### config.mk
export PLATFORM = sky130hd
export DESIGN_NAME = imm_gen_pipe
export DESIGN_NICKNAME = d
export VERILOG_FILES = /design/src/rtl/imm_gen_pipe_pkg.sv /design/src/rtl/imm_decode.sv /design/src/rtl/imm_gen_pipe.sv
export SDC_FILE = /design/constraint.sdc
export NUM_CORES = 1
export LEC_CHECK = 0
export ABC_AREA = 1
export CAP_MARGIN = 20
export CORE_UTILIZATION = 45
export CTS_CLUSTER_SIZE = 10
export DETAILED_ROUTE_END_ITERATION = 10
export GPL_TIMING_DRIVEN = 1
export PLACE_DENSITY = 0.69
export SLEW_MARGIN = 20
export SYNTH_ARGS = -nofsm -noshare
export SYNTH_HDL_FRONTEND = slang
export SYNTH_SLANG_ARGS = --single-unit
### constraint.sdc
create_clock -name clk -period 4.2 [get_ports clk]
set_clock_uncertainty 0.2 [all_clocks]
set_input_delay 0.63 -clock clk [delete_from_list [all_inputs] [get_ports clk]]
set_output_delay 0.63 -clock clk [all_outputs]
set_load 0.01 [all_outputs]
### src/rtl/imm_gen_pipe_pkg.sv
// Shared formats, opcodes and skid-buffer states for the immediate generator.
package imm_gen_pipe_pkg;

  typedef enum logic [2:0] {
    FMT_NONE = 3'd0,
    FMT_I    = 3'd1,
    FMT_S    = 3'd2,
    FMT_B    = 3'd3,
    FMT_U    = 3'd4,
    FMT_J    = 3'd5,
    FMT_R    = 3'd6
  } fmt_e;

  localparam logic [6:0] OP_LOAD       = 7'b0000011;
  localparam logic [6:0] OP_ARITH_IMM  = 7'b0010011;
  localparam logic [6:0] OP_AUIPC      = 7'b0010111;
  localparam logic [6:0] OP_STORE      = 7'b0100011;
  localparam logic [6:0] OP_ARITH      = 7'b0110011;
  localparam logic [6:0] OP_LUI        = 7'b0110111;
  localparam logic [6:0] OP_BRANCH     = 7'b1100011;
  localparam logic [6:0] OP_JALR       = 7'b1100111;
  localparam logic [6:0] OP_JAL        = 7'b1101111;
  localparam logic [6:0] OP_ECALL      = 7'b1110011;

  typedef enum logic [1:0] {
    ST_EMPTY = 2'd0,
    ST_ONE   = 2'd1,
    ST_FULL  = 2'd2
  } skid_state_e;

endpackage

### src/rtl/imm_decode.sv
// Combinational immediate decode: instruction + pc -> sign-extended imm, format, illegal flag, pc-relative target.
module imm_decode
  import imm_gen_pipe_pkg::*;
#(
  parameter int XLEN         = 32,
  parameter bit ENABLE_U     = 1'b1,
  parameter bit ENABLE_PCREL = 1'b1
) (
  input  logic [31:0]     inst,
  input  logic [XLEN-1:0] pc,
  output logic [XLEN-1:0] imm,
  output fmt_e            fmt,
  output logic            illegal,
  output logic [XLEN-1:0] target
);

  // Every format fits a signed 32-bit value; widening to XLEN is one sign-extending cast.
  logic signed [31:0] raw;
  logic               pcrel;

  always_comb begin
    raw     = '0;
    fmt     = FMT_NONE;
    illegal = 1'b0;
    pcrel   = 1'b0;
    case (inst[6:0])
      OP_ARITH_IMM, OP_LOAD, OP_JALR, OP_ECALL: begin
        fmt = FMT_I;
        raw = 32'($signed(inst[31:20]));
      end
      OP_STORE: begin
        fmt = FMT_S;
        raw = 32'($signed({inst[31:25], inst[11:7]}));
      end
      OP_BRANCH: begin
        fmt   = FMT_B;
        raw   = 32'($signed({inst[31], inst[7], inst[30:25], inst[11:8], 1'b0}));
        pcrel = 1'b1;
      end
      OP_JAL: begin
        fmt   = FMT_J;
        raw   = 32'($signed({inst[31], inst[19:12], inst[20], inst[30:21], 1'b0}));
        pcrel = 1'b1;
      end
      OP_LUI, OP_AUIPC: begin
        if (ENABLE_U) begin
          fmt   = FMT_U;
          raw   = {inst[31:12], 12'b0};
          pcrel = (inst[6:0] == OP_AUIPC);
        end else begin
          illegal = 1'b1;
        end
      end
      OP_ARITH: fmt = FMT_R;
      default:  illegal = 1'b1;
    endcase
  end

  assign imm    = XLEN'(raw);
  assign target = (ENABLE_PCREL && pcrel) ? (pc + imm) : '0;

endmodule

### src/rtl/imm_gen_pipe.sv
// Registered immediate generator stage with a 2-entry skid buffer between fetch and execute.
//
//  state    | meaning
//  ---------+-------------------------------------------------
//  ST_EMPTY | nothing buffered; out_valid=0, in_ready=1
//  ST_ONE   | main register holds the head entry; in_ready=1
//  ST_FULL  | main + skid both occupied; in_ready=0
module imm_gen_pipe
  import imm_gen_pipe_pkg::*;
#(
  parameter int XLEN         = 32,
  parameter bit ENABLE_U     = 1'b1,
  parameter bit ENABLE_PCREL = 1'b1
) (
  input  logic            clk,
  input  logic            reset,
  input  logic            flush,
  input  logic            in_valid,
  output logic            in_ready,
  input  logic [31:0]     in_inst,
  input  logic [XLEN-1:0] in_pc,
  output logic            out_valid,
  input  logic            out_ready,
  output logic [XLEN-1:0] out_imm,
  output logic [2:0]      out_fmt,
  output logic            out_illegal,
  output logic [XLEN-1:0] out_target
);

  typedef struct packed {
    logic [XLEN-1:0] imm;
    logic [XLEN-1:0] target;
    fmt_e            fmt;
    logic            illegal;
  } entry_t;

  entry_t      dec;
  entry_t      main_q;
  entry_t      skid_q;
  skid_state_e state;
  logic        accept;
  logic        consume;

  imm_decode #(
    .XLEN         (XLEN),
    .ENABLE_U     (ENABLE_U),
    .ENABLE_PCREL (ENABLE_PCREL)
  ) u_decode (
    .inst    (in_inst),
    .pc      (in_pc),
    .imm     (dec.imm),
    .fmt     (dec.fmt),
    .illegal (dec.illegal),
    .target  (dec.target)
  );

  assign accept  = in_valid && in_ready;
  assign consume = out_valid && out_ready;

  always_ff @(posedge clk) begin
    if (reset) begin
      state     <= ST_EMPTY;
      in_ready  <= 1'b1;
      out_valid <= 1'b0;
      main_q    <= '0;
      skid_q    <= '0;
    end else if (flush) begin
      // Data registers keep stale contents; out_valid=0 qualifies them.
      state     <= ST_EMPTY;
      in_ready  <= 1'b1;
      out_valid <= 1'b0;
    end else begin
      case (state)
        ST_EMPTY: begin
          if (accept) begin
            main_q    <= dec;
            state     <= ST_ONE;
            out_valid <= 1'b1;
          end
        end
        ST_ONE: begin
          if (accept && consume) begin
            main_q <= dec;
          end else if (accept) begin
            skid_q   <= dec;
            state    <= ST_FULL;
            in_ready <= 1'b0;
          end else if (consume) begin
            state     <= ST_EMPTY;
            out_valid <= 1'b0;
          end
        end
        ST_FULL: begin
          if (consume) begin
            main_q   <= skid_q;
            state    <= ST_ONE;
            in_ready <= 1'b1;
          end
        end
        default: begin
          state     <= ST_EMPTY;
          in_ready  <= 1'b1;
          out_valid <= 1'b0;
        end
      endcase
    end
  end

  assign out_imm     = main_q.imm;
  assign out_fmt     = main_q.fmt;
  assign out_illegal = main_q.illegal;
  assign out_target  = main_q.target;

endmodule

==> flow_metrics.py <==
metrics = {
    "sta": {
        "period_minus_slack_ps": 3810,
        "rsz0062_at_grt": "false",
        "hold_ws_ps": 265,
        "finalSetupTns_ps": 0,
        "maxSlewViolCount": 0,
        "worst_pin_slew_ps": 918,
        "min_period_over_period": 0.908,
        "max_freq_ghz": 0.262,
        "final_hold_viol_count": 0,
        "timing.final.ws_setup_ps": 388,
        "setup_violations": 0,
        "relSlewSlack": 0.388,
    },
    "yosys": {
        "synth.avg_cell_area_um2": 6.51,
        "ys_ff_latch": 140,
        "ys_warn_count": 0,
        "synth_nets": 1445,
        "ys_dominant_reg_cell": "dfxtp_1",
        "synth-edff-count": 0,
        "synthArstFlopShare": 0,
        "synth_cells": 1344,
        "synth_area_um2": 8740,
        "synth_most_common_cell": "nand2_1",
        "ys_top_cells_by_area": "dfxtp_1, nand2_1, a21oi_1, nor2_1, o21ai_0",
        "yosysTopAreaCellShare": 0.321,
        "seq_area_frac_synth": 0.321,
        "synth_largest_area_cell": "dfxtp_1",
        "synth_commonest_cells": "nand2_1, a21oi_1, nor2_1",
        "ys_types": 46,
    },
    "global_routing": {
        "grt_overflow": 0,
        "antenna_found_initial": 0,
        "first_global_vias": 8367,
        "grt_usage": 0.281,
        "grt_max_degree": 87,
        "grt_pass1_wl_um": 43600,
    },
    "worst_setup_path": {
        "cp_cell_sequence": "clkdlybuf4s50_1 -> nor2_1 -> nand2_2 -> nor2_1 -> buf_4 -> a32o_1 -> ha_1 -> fa_1 -> nand2_1 -> nand2_1 -> nand3b_1 -> nand2_1 -> nand2_1 -> nand2_1 -> inv_1 -> nor2_1 -> o21ai_0 -> nand4_1 -> a21oi_1",
        "slowest_stage": "clkdlybuf4s50_1",
        "cpLargestDelayFamily": "simple AND/OR/NAND/NOR gates",
        "path_buf_inv": 3,
        "end_kind": "register",
        "worst_setup_path_start_kind": "input pin",
        "arrival_ps": 3980,
        "slowest_delay_ps": 520,
        "worstPathRequired_ps": 4360,
        "cp_common_cell": "nand2_1",
        "crit_fanout": 11,
        "crit_type": "input pin to register",
    },
    "clocking": {
        "cts_resized": 0,
        "cts-buffers-inserted": 17,
        "cts-root-buf": "clkbuf_16",
        "clock_latency_ps": 430,
        "hold_buffers": 0,
        "cts_max_level": 4,
        "clk_path_buf_depth": 2,
        "postCtsSetupRepairBufs": 0,
        "cts_sinks": 140,
        "clkTransAtPathRegs_ps": 60,
        "cts_tree": "built",
    },
    "detailed_routing": {
        "vias": 9058,
        "drc": 0,
        "ant_nets": 0,
        "avgRoutedWirePerCell_um": 15.5,
        "drt-pass1-iter-count": 5,
        "wl_um": 27200,
        "drtIter0Drc": 707,
        "via_per_inst": 5.16,
    },
    "layout": {
        "num-nets-final": 1582,
        "fin_util": 0.586,
        "syn_to_final_growth_pct": 26.6,
        "final_layout_size_suffix_gt1_frac": 0.116,
        "insertedDiodeCount": 0,
        "fill_cells": 1894,
    },
    "job": {
        "maxCapViolCount": 0,
    },
    "power_and_ir_drop": {
        "p_total_mw": 3.55,
        "peakVddDrop_mv": 0.272,
        "powerDensity_nw_per_um2": 321,
        "total_leakage_power_nw": 5.18,
    },
    "die": {
        "start_util": 0.463,
        "die_area_um2": 20000,
        "row_count": 50,
        "core_area_um2": 18900,
        "dieWidth_um": 141,
        "fp.dieH_um": 141,
        "ios": 139,
    },
    "placement": {
        "dp_hpwl_um": 19700,
        "io_buffers": 138,
        "preCtsSetupSlack_ps": 17.2,
        "gp_congestion": 0.920,
    },
    "run_status": {
        "status": "complete, no violations",
    },
    "worst_hold_path": {
        "holdCritPathClass": "register to register",
    },
}
==> final cells by class <==
cell class | instances | area, um^2 | share of cell area
Clock buffer | 18 | 439 | 0.0397
Inverter | 149 | 564 | 0.0510
Clock inverter | 14 | 158 | 0.0142
Multi-Input combinational cell | 992 | 5070 | 0.458
Tap cell | 260 | 325 | 0.0294
Sequential cell | 140 | 2800 | 0.253
Timing Repair Buffer | 181 | 1710 | 0.155
==> registers in the layout (all words and copies together) (netlist names) <==
name and count:
in_ready 1, out_fmt 3, out_illegal 1, out_imm 32, out_target 32, out_valid 1, skid_q 68, state 2
==> worst min-delay path, cell delays in order, from the launching register on <==
cell and delay [ps]:
dfxtp_1 310, nand2_1 60, a21oi_1 50
==> final timing paths <==
path / startpoint / end / slack (ps) / cells after the start
max: in_inst[2] / out_target[22] / 390 / 19
min: skid_q[21] / skid_q[21] / 270 / 2
max reg2reg: state[0] / skid_q[62] / 1880 / 9
min reg2reg: skid_q[21] / skid_q[21] / 270 / 2
==> power breakdown <==
part           total, mW  switching (mW)  internal [mW]
Sequential          1.42          0.0319           1.39
Clock               1.54           0.637          0.901
Combinational      0.591           0.334          0.257
Total               3.55            1.00           2.55
==> per-stage QoR <==
stage	instance area, um^2	cells
5_1_grt	11100	1754
6_report	11100	1754
4_1_cts	11100	1754
2_1_floorplan	8740	1344
3_5_place_dp	10500	1722
3_3_place_gp	10500	1722
==> metal layers <==
metal  track usage  wire length [um]  vias to the layer above
li1              -                 -                     4633
met1         0.371             12500                     4137
met2         0.470             12700                      252
met3        0.0442              1380                       36
met4        0.0872               549                        0
met5             0                 0                        -
==> layout by cell type, fill, tap and decap left out, types with 3 or more instances in the layout <==
master	synthesis	final
o21ai_4	6	6
inv_6	1	7
inv_1	139	138
clkinvlp_4	0	3
inv_2	9	10
clkbuf_16	0	17
o21ai_0	114	114
nand2_4	8	8
nor2_2	9	8
o21ai_1	17	17
a21oi_2	22	22
o21bai_1	6	6
buf_4	7	42
nand4_1	11	11
clkdlybuf4s50_1	0	137
nand3_2	8	8
a22o_1	4	4
nor3_1	10	10
or2_2	4	4
a21oi_1	168	168
xnor2_1	3	3
ha_1	31	31
nand3_1	40	40
nand2_2	20	20
nand2_1	329	329
dfxtp_1	140	140
nor2_1	161	161
==> kinds of logic after synthesis <==
| family | share of synthesized area |
|---|---|
| xor+xnor | 0.00301 |
| fa+ha+maj | 0.0466 |
| compound gates | 0.223 |
| flops | 0.321 |
| simple gates | 0.305 |
| buf+inv | 0.102 |
Note: power is estimated with default switching activity, not from simulation.
